### src/rtl/rv_ctrl_pkg.sv
// Shared encodings for the RV32I multicycle sequencer: opcodes, FSM states,
// ALU operation codes and ALU operand selects.
package rv_ctrl_pkg;

  localparam logic [6:0] OP_R      = 7'b0110011;
  localparam logic [6:0] OP_I      = 7'b0010011;
  localparam logic [6:0] OP_LOAD   = 7'b0000011;
  localparam logic [6:0] OP_STORE  = 7'b0100011;
  localparam logic [6:0] OP_BRANCH = 7'b1100011;

  // Values are visible on o_State, so they are pinned explicitly.
  typedef enum logic [3:0] {
    S_FETCH  = 4'd0,
    S_DECODE = 4'd1,
    S_EXEC_R = 4'd2,
    S_EXEC_I = 4'd3,
    S_ADDR   = 4'd4,
    S_MEM_RD = 4'd5,
    S_MEM_WB = 4'd6,
    S_MEM_WR = 4'd7,
    S_BRANCH = 4'd8,
    S_ALU_WB = 4'd9,
    S_TRAP   = 4'd10
  } state_e;

  localparam logic [1:0] ALUOP_ADD    = 2'b00;
  localparam logic [1:0] ALUOP_SUB    = 2'b01;
  localparam logic [1:0] ALUOP_RFUNCT = 2'b10;
  localparam logic [1:0] ALUOP_IFUNCT = 2'b11;

  localparam logic [1:0] SRCA_PC    = 2'b00;
  localparam logic [1:0] SRCA_OLDPC = 2'b01;
  localparam logic [1:0] SRCA_RS1   = 2'b10;

  localparam logic [1:0] SRCB_RS2  = 2'b00;
  localparam logic [1:0] SRCB_FOUR = 2'b01;
  localparam logic [1:0] SRCB_IMM  = 2'b10;

endpackage

### src/rtl/mem_wait_timer.sv
// Counts cycles a memory access has waited with ready low and flags a timeout
// when the count reaches WAIT_LIMIT without ready. WAIT_LIMIT=0 disables it.
module mem_wait_timer #(
  parameter int WAIT_LIMIT = 15
) (
  input  logic i_clk,
  input  logic i_rst_n,
  input  logic i_clear,
  input  logic i_count_en,
  input  logic i_ready,
  output logic o_timeout
);

  localparam int CW = (WAIT_LIMIT > 0) ? $clog2(WAIT_LIMIT + 1) : 1;
  localparam logic [CW-1:0] LIMIT = CW'(WAIT_LIMIT);

  logic [CW-1:0] count_q, count_d;

  always_comb begin
    count_d = count_q;
    if (i_clear) begin
      count_d = '0;
    end else if (i_count_en && !i_ready && (count_q != LIMIT)) begin
      count_d = count_q + CW'(1);
    end
  end

  always_ff @(posedge i_clk) begin
    if (!i_rst_n) begin
      count_q <= '0;
    end else begin
      count_q <= count_d;
    end
  end

  // Ready in the same cycle as the limit suppresses the timeout.
  assign o_timeout = (WAIT_LIMIT != 0) && i_count_en && !i_ready && (count_q == LIMIT);

endmodule

### src/rtl/multicycle_control.sv
// Multicycle RV32I sequencer: steps each instruction through fetch, decode,
// execute, memory and write-back, driving all datapath enables and selects.
module multicycle_control
  import rv_ctrl_pkg::*;
#(
  parameter int WAIT_LIMIT = 15
) (
  input  logic       i_clk,
  input  logic       i_rst_n,
  input  logic [6:0] i_OPCode,
  input  logic       i_Zero,
  input  logic       i_MemReady,
  output logic       o_PCWrite,
  output logic       o_OldPCWrite,
  output logic       o_IRWrite,
  output logic       o_IorD,
  output logic       o_MemRead,
  output logic       o_MemWrite,
  output logic       o_MemToReg,
  output logic       o_RegWrite,
  output logic [1:0] o_ALUSrcA,
  output logic [1:0] o_ALUSrcB,
  output logic [1:0] o_ALUOp,
  output logic       o_PCSource,
  output logic       o_Retire,
  output logic       o_IllegalOp,
  output logic       o_BusError,
  output logic [3:0] o_State
);

  state_e     state_q, state_d;
  logic       illegal_q, illegal_d;
  logic       bus_err_q, bus_err_d;
  logic       timeout;
  logic       wait_state;

  logic       pc_write, old_pc_write, ir_write, iord, mem_read, mem_write;
  logic       mem_to_reg, reg_write, pc_source, retire;
  logic [1:0] alu_src_a, alu_src_b, alu_op;

  assign wait_state = (state_q == S_FETCH) || (state_q == S_MEM_RD) || (state_q == S_MEM_WR);

  // Any state change restarts the count, so every wait state is entered at zero.
  mem_wait_timer #(.WAIT_LIMIT(WAIT_LIMIT)) u_timer (
    .i_clk      (i_clk),
    .i_rst_n    (i_rst_n),
    .i_clear    (state_d != state_q),
    .i_count_en (wait_state),
    .i_ready    (i_MemReady),
    .o_timeout  (timeout)
  );

  always_comb begin
    state_d      = state_q;
    illegal_d    = illegal_q;
    bus_err_d    = bus_err_q;
    pc_write     = 1'b0;
    old_pc_write = 1'b0;
    ir_write     = 1'b0;
    iord         = 1'b0;
    mem_read     = 1'b0;
    mem_write    = 1'b0;
    mem_to_reg   = 1'b0;
    reg_write    = 1'b0;
    pc_source    = 1'b0;
    retire       = 1'b0;
    alu_src_a    = SRCA_PC;
    alu_src_b    = SRCB_RS2;
    alu_op       = ALUOP_ADD;
    case (state_q)
      S_FETCH: begin
        mem_read  = 1'b1;
        alu_src_b = SRCB_FOUR;
        if (timeout) begin
          state_d   = S_TRAP;
          bus_err_d = 1'b1;
        end else if (i_MemReady) begin
          pc_write     = 1'b1;
          old_pc_write = 1'b1;
          ir_write     = 1'b1;
          state_d      = S_DECODE;
        end
      end
      S_DECODE: begin
        alu_src_a = SRCA_OLDPC;
        alu_src_b = SRCB_IMM;
        case (i_OPCode)
          OP_R:               state_d = S_EXEC_R;
          OP_I:               state_d = S_EXEC_I;
          OP_LOAD, OP_STORE:  state_d = S_ADDR;
          OP_BRANCH:          state_d = S_BRANCH;
          default: begin
            state_d   = S_TRAP;
            illegal_d = 1'b1;
          end
        endcase
      end
      S_EXEC_R: begin
        alu_src_a = SRCA_RS1;
        alu_op    = ALUOP_RFUNCT;
        state_d   = S_ALU_WB;
      end
      S_EXEC_I: begin
        alu_src_a = SRCA_RS1;
        alu_src_b = SRCB_IMM;
        alu_op    = ALUOP_IFUNCT;
        state_d   = S_ALU_WB;
      end
      S_ALU_WB: begin
        reg_write = 1'b1;
        retire    = 1'b1;
        state_d   = S_FETCH;
      end
      S_ADDR: begin
        alu_src_a = SRCA_RS1;
        alu_src_b = SRCB_IMM;
        state_d   = (i_OPCode == OP_LOAD) ? S_MEM_RD : S_MEM_WR;
      end
      S_MEM_RD: begin
        mem_read = 1'b1;
        iord     = 1'b1;
        if (timeout) begin
          state_d   = S_TRAP;
          bus_err_d = 1'b1;
        end else if (i_MemReady) begin
          state_d = S_MEM_WB;
        end
      end
      S_MEM_WB: begin
        reg_write  = 1'b1;
        mem_to_reg = 1'b1;
        retire     = 1'b1;
        state_d    = S_FETCH;
      end
      S_MEM_WR: begin
        mem_write = 1'b1;
        iord      = 1'b1;
        if (timeout) begin
          state_d   = S_TRAP;
          bus_err_d = 1'b1;
        end else if (i_MemReady) begin
          retire  = 1'b1;
          state_d = S_FETCH;
        end
      end
      S_BRANCH: begin
        alu_src_a = SRCA_RS1;
        alu_op    = ALUOP_SUB;
        pc_source = 1'b1;
        pc_write  = i_Zero;
        retire    = 1'b1;
        state_d   = S_FETCH;
      end
      S_TRAP:  state_d = S_TRAP;
      default: state_d = S_TRAP;
    endcase
  end

  always_ff @(posedge i_clk) begin
    if (!i_rst_n) begin
      state_q   <= S_FETCH;
      illegal_q <= 1'b0;
      bus_err_q <= 1'b0;
    end else begin
      state_q   <= state_d;
      illegal_q <= illegal_d;
      bus_err_q <= bus_err_d;
    end
  end

  // Everything is forced low during reset so an aborted access writes nothing.
  assign o_PCWrite    = i_rst_n & pc_write;
  assign o_OldPCWrite = i_rst_n & old_pc_write;
  assign o_IRWrite    = i_rst_n & ir_write;
  assign o_IorD       = i_rst_n & iord;
  assign o_MemRead    = i_rst_n & mem_read;
  assign o_MemWrite   = i_rst_n & mem_write;
  assign o_MemToReg   = i_rst_n & mem_to_reg;
  assign o_RegWrite   = i_rst_n & reg_write;
  assign o_ALUSrcA    = {2{i_rst_n}} & alu_src_a;
  assign o_ALUSrcB    = {2{i_rst_n}} & alu_src_b;
  assign o_ALUOp      = {2{i_rst_n}} & alu_op;
  assign o_PCSource   = i_rst_n & pc_source;
  assign o_Retire     = i_rst_n & retire;
  assign o_IllegalOp  = i_rst_n & illegal_q;
  assign o_BusError   = i_rst_n & bus_err_q;
  assign o_State      = i_rst_n ? state_q : 4'd0;

endmodule
### config.mk
export PLATFORM = sky130hd
export DESIGN_NAME = multicycle_control
export DESIGN_NICKNAME = d
export VERILOG_FILES = /design/src/rtl/rv_ctrl_pkg.sv /design/src/rtl/mem_wait_timer.sv /design/src/rtl/multicycle_control.sv
export SDC_FILE = /design/constraint.sdc
export NUM_CORES = 1
export LEC_CHECK = 0
export ABC_AREA = 1
export CORE_MARGIN = 4
export CORE_UTILIZATION = 47
export CTS_CLUSTER_SIZE = 30
export DETAILED_ROUTE_END_ITERATION = 16
export HOLD_SLACK_MARGIN = 0.05
export PLACE_DENSITY = 0.95
export SYNTH_ARGS = -nofsm -noshare
export SYNTH_HDL_FRONTEND = slang
export SYNTH_SLANG_ARGS = --single-unit
export TNS_END_PERCENT = 5
### constraint.sdc
create_clock -name i_clk -period 2.13 [get_ports i_clk]
set_input_delay 0.3195 -clock i_clk [delete_from_list [all_inputs] [get_ports i_clk]]
set_output_delay 0.3195 -clock i_clk [all_outputs]
set_load 0.05 [all_outputs]
==> qor.txt, run 1 <==
Status = complete, no violations
Initial Util = 51.6%
GRT Util Overall = 25.1%
Net switching power = 397 uW
Clock Power Share = 18.1%
Vias/cell = 5.45
Area of the multi-input gates = 602 sq um
H-tree depth = 1
Sequential power share = 25.4%
Setup Skew = 0.00911 ns
Levels on crit path = 5
Max Slew Vio Count = 0
HP Class = flip-flop to flip-flop
Final hold vios = 0
Slew HR = 72.1%
Worst-Skew Late Latency = 0.27 ns
Arr. time, crit path = 1.76 ns
Fmax = 0.481 GHz
CP required = 1.81 ns
Setup TNS Final = 0 ns
CP Class = primary input to primary output
Iter 0 DRT Violations = 44
Final nets = 202
Core box area = 0.00178 sq mm
Crit. End Element = primary output
Initial antenna violation count = 0
Buf/Inv on CP = 3
Layout cells sized above 1 = 28.6%
Max FO, Critical Path = 12
Gpl congestion = 0.897
Final WS setup = 0.0527 ns
PD cells = 599 mW/mm^2
Worst hold slack = 0.477 ns
Die height = 52.3 microns
Combinational power share = 56.5%
Worst Setup Slack post-DPL = 0.0920 ns
Area Overhead vs Synth = 66.2%
Mapped Cells = 155
Sequential-to-total area share from yosys stat = 21.7%
Worst setup SP type = primary input
Worst setup path startpoint = i_rst_n
Layout fillers = 89
Reg2Reg Depth = 9
Seq. cell area = 205 sq um
Final setup fails = 0
Critical path's largest stage delay = 0.46 ns
CP cell instances = clkdlybuf4s50_1 -> inv_1 -> nor2_1 -> a211o_1 -> buf_4
Slew @ Worst Pin = 0.417 ns
TritonCTS clock tree = yes
Clock sinks = 10
CTS buffer count = 3
# rows = 15
Leakage = 0.762 nW
Area post-placement = 0.00148 sq mm
Vias in the first global route = 1225
Antenna fix cells = 0
Placed Cells = 210
Overall die area = 0.00273 sq mm
Crit path max-delay cell type = clkdlybuf4s50_1
Per-cell routed wire length = 14.7 microns
Setup slack, reg-to-reg = 0.33 ns
Worst-path clk slew = 0.07 ns
Asr flop ratio synth = 0%
Largest net degree at the start of global routing = 13
Unrepaired setup endpoints after global routing = no
YS warnings = 0
Via count = 1167
Syn avg cell area = 5.94 sq um
Number of flops mapped to enable cells by yosys = 0
I/O pin cnt = 33
GR Overflow Total = 0
Post-DP HPWL = 2580 microns
Max clock buf depth = 2
Final Cell Area = 0.00153 sq mm
First-pass GRT wire length = 5120 microns
Drt total wl = 3150 microns
R2R Path Start = state_q[3]
Drt first pass iters = 4
Internal power = 519 uW
# DRC = 0
Synthesized flop and latch total = 10
Post-synth top flop = dfxtp_1
I/O Buffers = 32
Synth cell types = 27
Fin crit share = 97.5%
Final min period = 2.08 ns
Setup crit end = o_Retire
Net Count, Synth = 167
Crit path max-delay family = buffers and inverters
Final Non-Filler Cells = 214
Max rail drop VDD = 622 uV
Most common cell after layout, fill and taps aside = nand2_1
Critical R2R Capture = u_timer.count_q[2]
Most frequent cells in the layout = 37 x nand2_1, 26 x inv_1, 21 x buf_12
Synthesized cell area = 921 sq um
Antenna-violating nets left = 0
Max-Cap Viols = 0
Sw frac = 43.3%
Root buf cell = clkbuf_4
DIE WIDTH = 52.3 microns
-- cell usage after synthesis (2+ instances only) --
cell     number  area [sq um]
nand3_2       3          30.0
inv_1        26          97.6
nand3_4       2          35.0
nand2_1      37           139
inv_2         2          7.51
nor2_1       22          82.6
a21oi_1      10          50.1
nand2_2       6          37.5
o21ai_0       4          20.0
buf_4         2          15.0
nor3_1        2          10.0
nand3_1      10          50.1
nor2_4        2          22.5
dfxtp_1      10           200
nor2_2        4          25.0
xnor2_1       2          17.5
-- worst min-delay path, stage by stage, from the launching register on --
cell and delay [ns]:
dfxtp_1 0.31, nand2_1 0.06, nand2_1 0.08
-- repair_timing --
action / CTS / global route
hold buffers: 0 / 0
endpoints found under the setup margin: 1 / 1
resized for setup: 1 / 3
buffers inserted: 0 / 0
-- registers in the layout, summed over array words and instances (netlist names) --
register,flops
illegal_q,1
bus_err_q,1
u_timer.count_q,4
state_q,4
-- through the flow --
stage | util, % | total power [mW]
global route | 85.8 | 0.964
detailed placement | 83.2 | 0.745
CTS | 85.3 | 0.915
global placement | 83.2 | 0.719
finish | 85.8 | 0.917
floorplan | - | 0.536
-- layout make-up --
| type | count | area share, % |
|---|---|---|
| Multi-Input combinational cell | 112 | 39.3 |
| Timing Repair Buffer | 35 | 36.0 |
| Sequential cell | 10 | 13.4 |
| Inverter | 28 | 6.87 |
| Clock buffer | 4 | 2.37 |
| Tap cell | 25 | 2.04 |
-- power by group through the flow --
stage	logic (mW)	clock network [mW]	registers, mW
3_5_place_dp	0.513	0	0.232
5_1_grt	0.547	0.181	0.235
3_3_place_gp	0.490	0	0.229
2_1_floorplan	0.322	0	0.214
4_1_cts	0.515	0.171	0.229
6_report	0.518	0.166	0.233
-- per-layer routing --
layer	routed length, microns	up-vias	part of all wire [%]	global-route usage (%)
met3	269	14	8.6	7.69
met1	1150	530	37	25.8
met5	0	-	0	0
met2	1620	71	51	45.4
met4	106	0	3.4	12.3
li1	-	552	-	-
-- cell families (layout without fill, tap and decap cells) --
| family | Yosys count | in the layout | share of synthesized area, % |
|---|---|---|---|
| AOI/OAI and AO/OA | 18 | 18 | 10.9 |
| xor gates and xnor gates | 3 | 3 | 2.85 |
| adders and majority gates | 1 | 1 | 1.36 |
| buffers and inverters | 33 | 67 | 14.4 |
| DFF | 10 | 10 | 21.7 |
| muxes | 1 | 1 | 1.22 |
| and+or+nand+nor | 89 | 89 | 47.6 |
-- how the worst min path moves through the flow --
stage	depth (start not counted)	slack (ns)	from	to
after global routing	2	0.52	bus_err_q	bus_err_q
after floorplan	2	0.42	illegal_q	illegal_q
after detailed placement	2	0.45	illegal_q	illegal_q
after global placement	2	0.43	illegal_q	illegal_q
final	2	0.48	illegal_q	illegal_q
after CTS	2	0.49	illegal_q	illegal_q
(Power assumes the default switching activity.)
==> inputs of run 2 (changes only) <==
--- a/config.mk
+++ b/config.mk
@@ -7,12 +7,13 @@
 export LEC_CHECK = 0
 export ABC_AREA = 1
 export CORE_MARGIN = 4
-export CORE_UTILIZATION = 47
+export CORE_UTILIZATION = 48
 export CTS_CLUSTER_SIZE = 30
 export DETAILED_ROUTE_END_ITERATION = 16
 export HOLD_SLACK_MARGIN = 0.05
 export PLACE_DENSITY = 0.95
 export SYNTH_ARGS = -nofsm -noshare
 export SYNTH_HDL_FRONTEND = slang
+export SYNTH_HIERARCHICAL = 1
 export SYNTH_SLANG_ARGS = --single-unit
 export TNS_END_PERCENT = 5
==> run 2 against run 1 <==
  * The flow now stops in global routing
  * Synthesized cell count rose by 10%
  * Synthesized area up 4.6%
==> qor.txt, run 2 <==
Post-DP HPWL = 3260 microns
Gpl congestion = 0.965
Worst EP kind = top-level output
Clock sinks = 10
Yosys top cell area share = 20.8%
Synthesized cell area = 963 sq um
Root buf cell = clkbuf_4
Status = stopped before the end
Synth cell types = 27
Largest net degree at the start of global routing = 15
Number of flops mapped to enable cells by yosys = 0
I/O pin cnt = 33
Die height = 52.8 microns
Asr flop ratio synth = 0%
Max clock buf depth = 2
Sequential-to-total area share from yosys stat = 20.8%
I/O Buffers = 32
Cell taking the most area after synthesis = dfxtp_1
YS warnings = 6
Worst setup endpoint GRT = o_Retire
Synthesized flop and latch total = 10
CTS buffer count = 3
Post-synth top cells = 44 x nand2_1, 32 x nor2_1, 23 x inv_1
DIE WIDTH = 52.8 microns
Last stage = global routing
Most common cell in the netlist = nand2_1
Worst Setup Slack post-DPL = -0.209 ns
# rows = 15
Net Count, Synth = 183
Post-synth top flop = dfxtp_1
Mapped Cells = 171
Stop Error = [ERROR DPL-0038] Utilization greater than 100%, impossible to legalize
Largest cells by area after synthesis = dfxtp_1 21%, nand2_1 17%, nor2_1 12%, inv_1 9.0%, nand3_1 5.7%
Syn avg cell area = 5.63 sq um
H-tree depth = 1
Initial Util = 52.9%
run 2: cell count changes after synthesis, moves of 3 or more:
| cell | change |
|---|---|
| nand4_1 | +4 |
| inv_1 | -3 |
| nand2_1 | +7 |
| inv_2 | +3 |
| nor2_1 | +10 |
| a21oi_1 | -3 |
run 2: logic make-up after synthesis:
group	count (synthesis)	synth area share, %
and+or+nand+nor	109	52.6
adders and majority gates	1	1.30
buffers and inverters	35	15.8
DFF	10	20.8
AOI/OAI and AO/OA	16	9.48
run 2: repair_timing:
item / in CTS
gates resized for setup: 21
hold buffers: 0
pin swaps: 5
setup endpoints to repair: 11
buffers inserted: 6
run 2: per-stage QoR:
step | instances | instance area (sq um) | util, % | hold slack (ns)
2_1_floorplan | 171 | 975 | - | 0.419
3_3_place_gp | 239 | 1630 | 89.6 | 0.432
3_5_place_dp | 239 | 1630 | 89.6 | 0.441
4_1_cts | 248 | 1770 | 97.4 | 0.455
==> inputs of run 3 (changes only) <==
--- a/config.mk
+++ b/config.mk
@@ -6,12 +6,10 @@
 export NUM_CORES = 1
 export LEC_CHECK = 0
 export ABC_AREA = 1
-export CORE_MARGIN = 4
-export CORE_UTILIZATION = 48
-export CTS_CLUSTER_SIZE = 30
+export CORE_AREA = 4 4 65 67
 export DETAILED_ROUTE_END_ITERATION = 16
-export HOLD_SLACK_MARGIN = 0.05
-export PLACE_DENSITY = 0.95
+export DIE_AREA = 0 0 69 71
+export PLACE_DENSITY_LB_ADDON = 0.15
 export SYNTH_ARGS = -nofsm -noshare
 export SYNTH_HDL_FRONTEND = slang
 export SYNTH_HIERARCHICAL = 1
==> run 3 against run 2 <==
  * Synthesized cell count did not move
  * The flow now finishes, with violations (negative setup slack)
  * Synthesized area did not move
==> qor.txt, run 3 <==
Unrepaired setup endpoints after global routing = yes
Fin crit share = 104%
CTS buffer count = 3
Final setup fails = 1
Worst-path clk slew = 0.05 ns
Worst-Skew Late Latency = 0.23 ns
Overall die area = 0.00490 sq mm
Leakage = 0.879 nW
Setup Skew = 0.000709 ns
YS warnings = 6
Largest net degree at the start of global routing = 18
Vias/cell = 4.60
Final Power = 2.66 mW
Slew HR = 80.6%
Gpl congestion = 0.895
Final min period = 2.21 ns
Antenna fix cells = 0
Die height = 71 microns
H-tree depth = 1
GRT Util Overall = 14.4%
Most common cell in the netlist = nand2_1
Root buf cell = clkbuf_8
Most common cell after layout, fill and taps aside = nand2_1
R2R Path Start = state_q[3]
Max FO, Critical Path = 6
Iter 0 DRT Violations = 48
Net Count, Synth = 183
Max clock buf depth = 2
Antenna-violating nets left = 0
Synth cell types = 27
Layout cells sized above 1 = 37.5%
Core box area = 0.00363 sq mm
Slew @ Worst Pin = 0.289 ns
Final Util = 50.5%
Vias in the first global route = 1335
Via count = 1251
HP Class = flip-flop to flip-flop
# DRC = 0
Per-cell routed wire length = 12.1 microns
Drt first pass iters = 4
Status = finished, violations left
Post-DP HPWL = 2620 microns
Final WS setup = -0.0808 ns
PD cells = 1450 mW/mm^2
Setup slack, reg-to-reg = 0.06 ns
Clock sinks = 10
Initial antenna violation count = 0
Biggest regs = state_q: 4 flops, u_timer/count_q: 4 flops
Seq. cell area = 211 sq um
First-pass GRT wire length = 5870 microns
Synthesized cell area = 963 sq um
DIE WIDTH = 69 microns
Worst setup path startpoint = state_q[3]
Area of the multi-input gates = 681 sq um
Mapped Cells = 171
Cell taking the most area after synthesis = dfxtp_1
Max Slew Vio Count = 0
Synthesized flop and latch total = 10
Post-synth top flop = dfxtp_1
Max rail drop VDD = 911 uV
Final hold vios = 0
Arr. time, crit path = 1.89 ns
Syn avg cell area = 5.63 sq um
Largest cells by area after synthesis = dfxtp_1 21%, nand2_1 17%, nor2_1 12%, inv_1 9.0%, nand3_1 5.7%
Number of flops mapped to enable cells by yosys = 0
Final nets = 237
CP required = 1.81 ns
Worst setup SP type = flip-flop
Max-Cap Viols = 0
Final Cell Area = 0.00183 sq mm
Asr flop ratio synth = 0%
Layout fillers = 358
Initial Util = 26.5%
Fmax = 0.452 GHz
Sequential-to-total area share from yosys stat = 20.8%
GR Overflow Total = 0
CP Class = flip-flop to primary output
Drt total wl = 3280 microns
Yosys top cell area share = 20.8%
Violated checks = negative setup slack
Area post-placement = 0.00170 sq mm
Crit. End Element = primary output
Post-synth top cells = 44 x nand2_1, 32 x nor2_1, 23 x inv_1
Area Overhead vs Synth = 90.4%
I/O Buffers = 32
# rows = 22
I/O pin cnt = 33
Cts hold-fix bufs = 0
TritonCTS clock tree = yes
Hold_sp = bus_err_q
Worst hold slack = 0.451 ns
Most frequent cells in the layout = 44 x nand2_1, 29 x nor2_1, 23 x buf_4
[run 3: timing repair]
action / in CTS / in global routing
endpoints found under the setup margin: 9 / 11
resized for setup: 11 / 12
pin swaps: 3 / 4
setup buffers: 0 / 1
cloned: 0 / 0
[run 3: layout make-up]
| type | count | area share [%] |
|---|---|---|
| Timing Repair Buffer | 55 | 39.0 |
| Multi-Input combinational cell | 126 | 37.1 |
| Sequential cell | 10 | 11.5 |
| Inverter | 29 | 6.07 |
| Tap cell | 48 | 3.27 |
| Clock buffer | 4 | 3.00 |
[run 3: through the flow]
step / TNS [ns] / instances / worst slack, ns
CTS: -0.0475 / 271 / -0.0475
floorplan: -0.471 / 171 / -0.106
finish: -0.0808 / 272 / -0.0808
detailed placement: -0.585 / 267 / -0.186
global route: -0.685 / 272 / -0.162
global placement: -0.196 / 267 / -0.0704
[run 3: per-layer routing]
layer | GRT usage (%) | share of wire (%)
met1 | 17.3 | 42
met2 | 22.9 | 47
met3 | 4.83 | 8.4
met4 | 7.38 | 3.0
met5 | 0 | 0
[run 3: report_power, final]
group / switching (mW) / total, mW / internal, mW
registers: 0.0723 / 0.323 / 0.251
clock network: 0.0749 / 0.237 / 0.163
logic: 1.18 / 2.09 / 0.918
[run 3: worst max-delay path, stage by stage (launching register included)]
cell,delay (ns)
dfxtp_4,0.37
nor2_4,0.13
nand2_2,0.08
nand2_4,0.09
inv_4,0.04
nor3_4,0.25
nor2_2,0.10
buf_4,0.14
a211o_1,0.29
buf_12,0.16
[run 3: worst paths after layout]
path / cells past startpoint / end
min: 2 / bus_err_q
max reg2reg: 14 / u_timer/count_q[1]
max: 9 / o_Retire
min reg2reg: 2 / bus_err_q
[run 3: cells by family (layout without fill, tap and decap cells)]
kind of cell	after synthesis	count (layout)	share of synthesized area (%)
AO/OA/AOI/OAI	16	16	9.48
adder cells (fa/ha/maj)	1	1	1.30
flip-flops	10	10	20.8
buffers and inverters	35	88	15.8
AND/OR/NAND/NOR	109	109	52.6
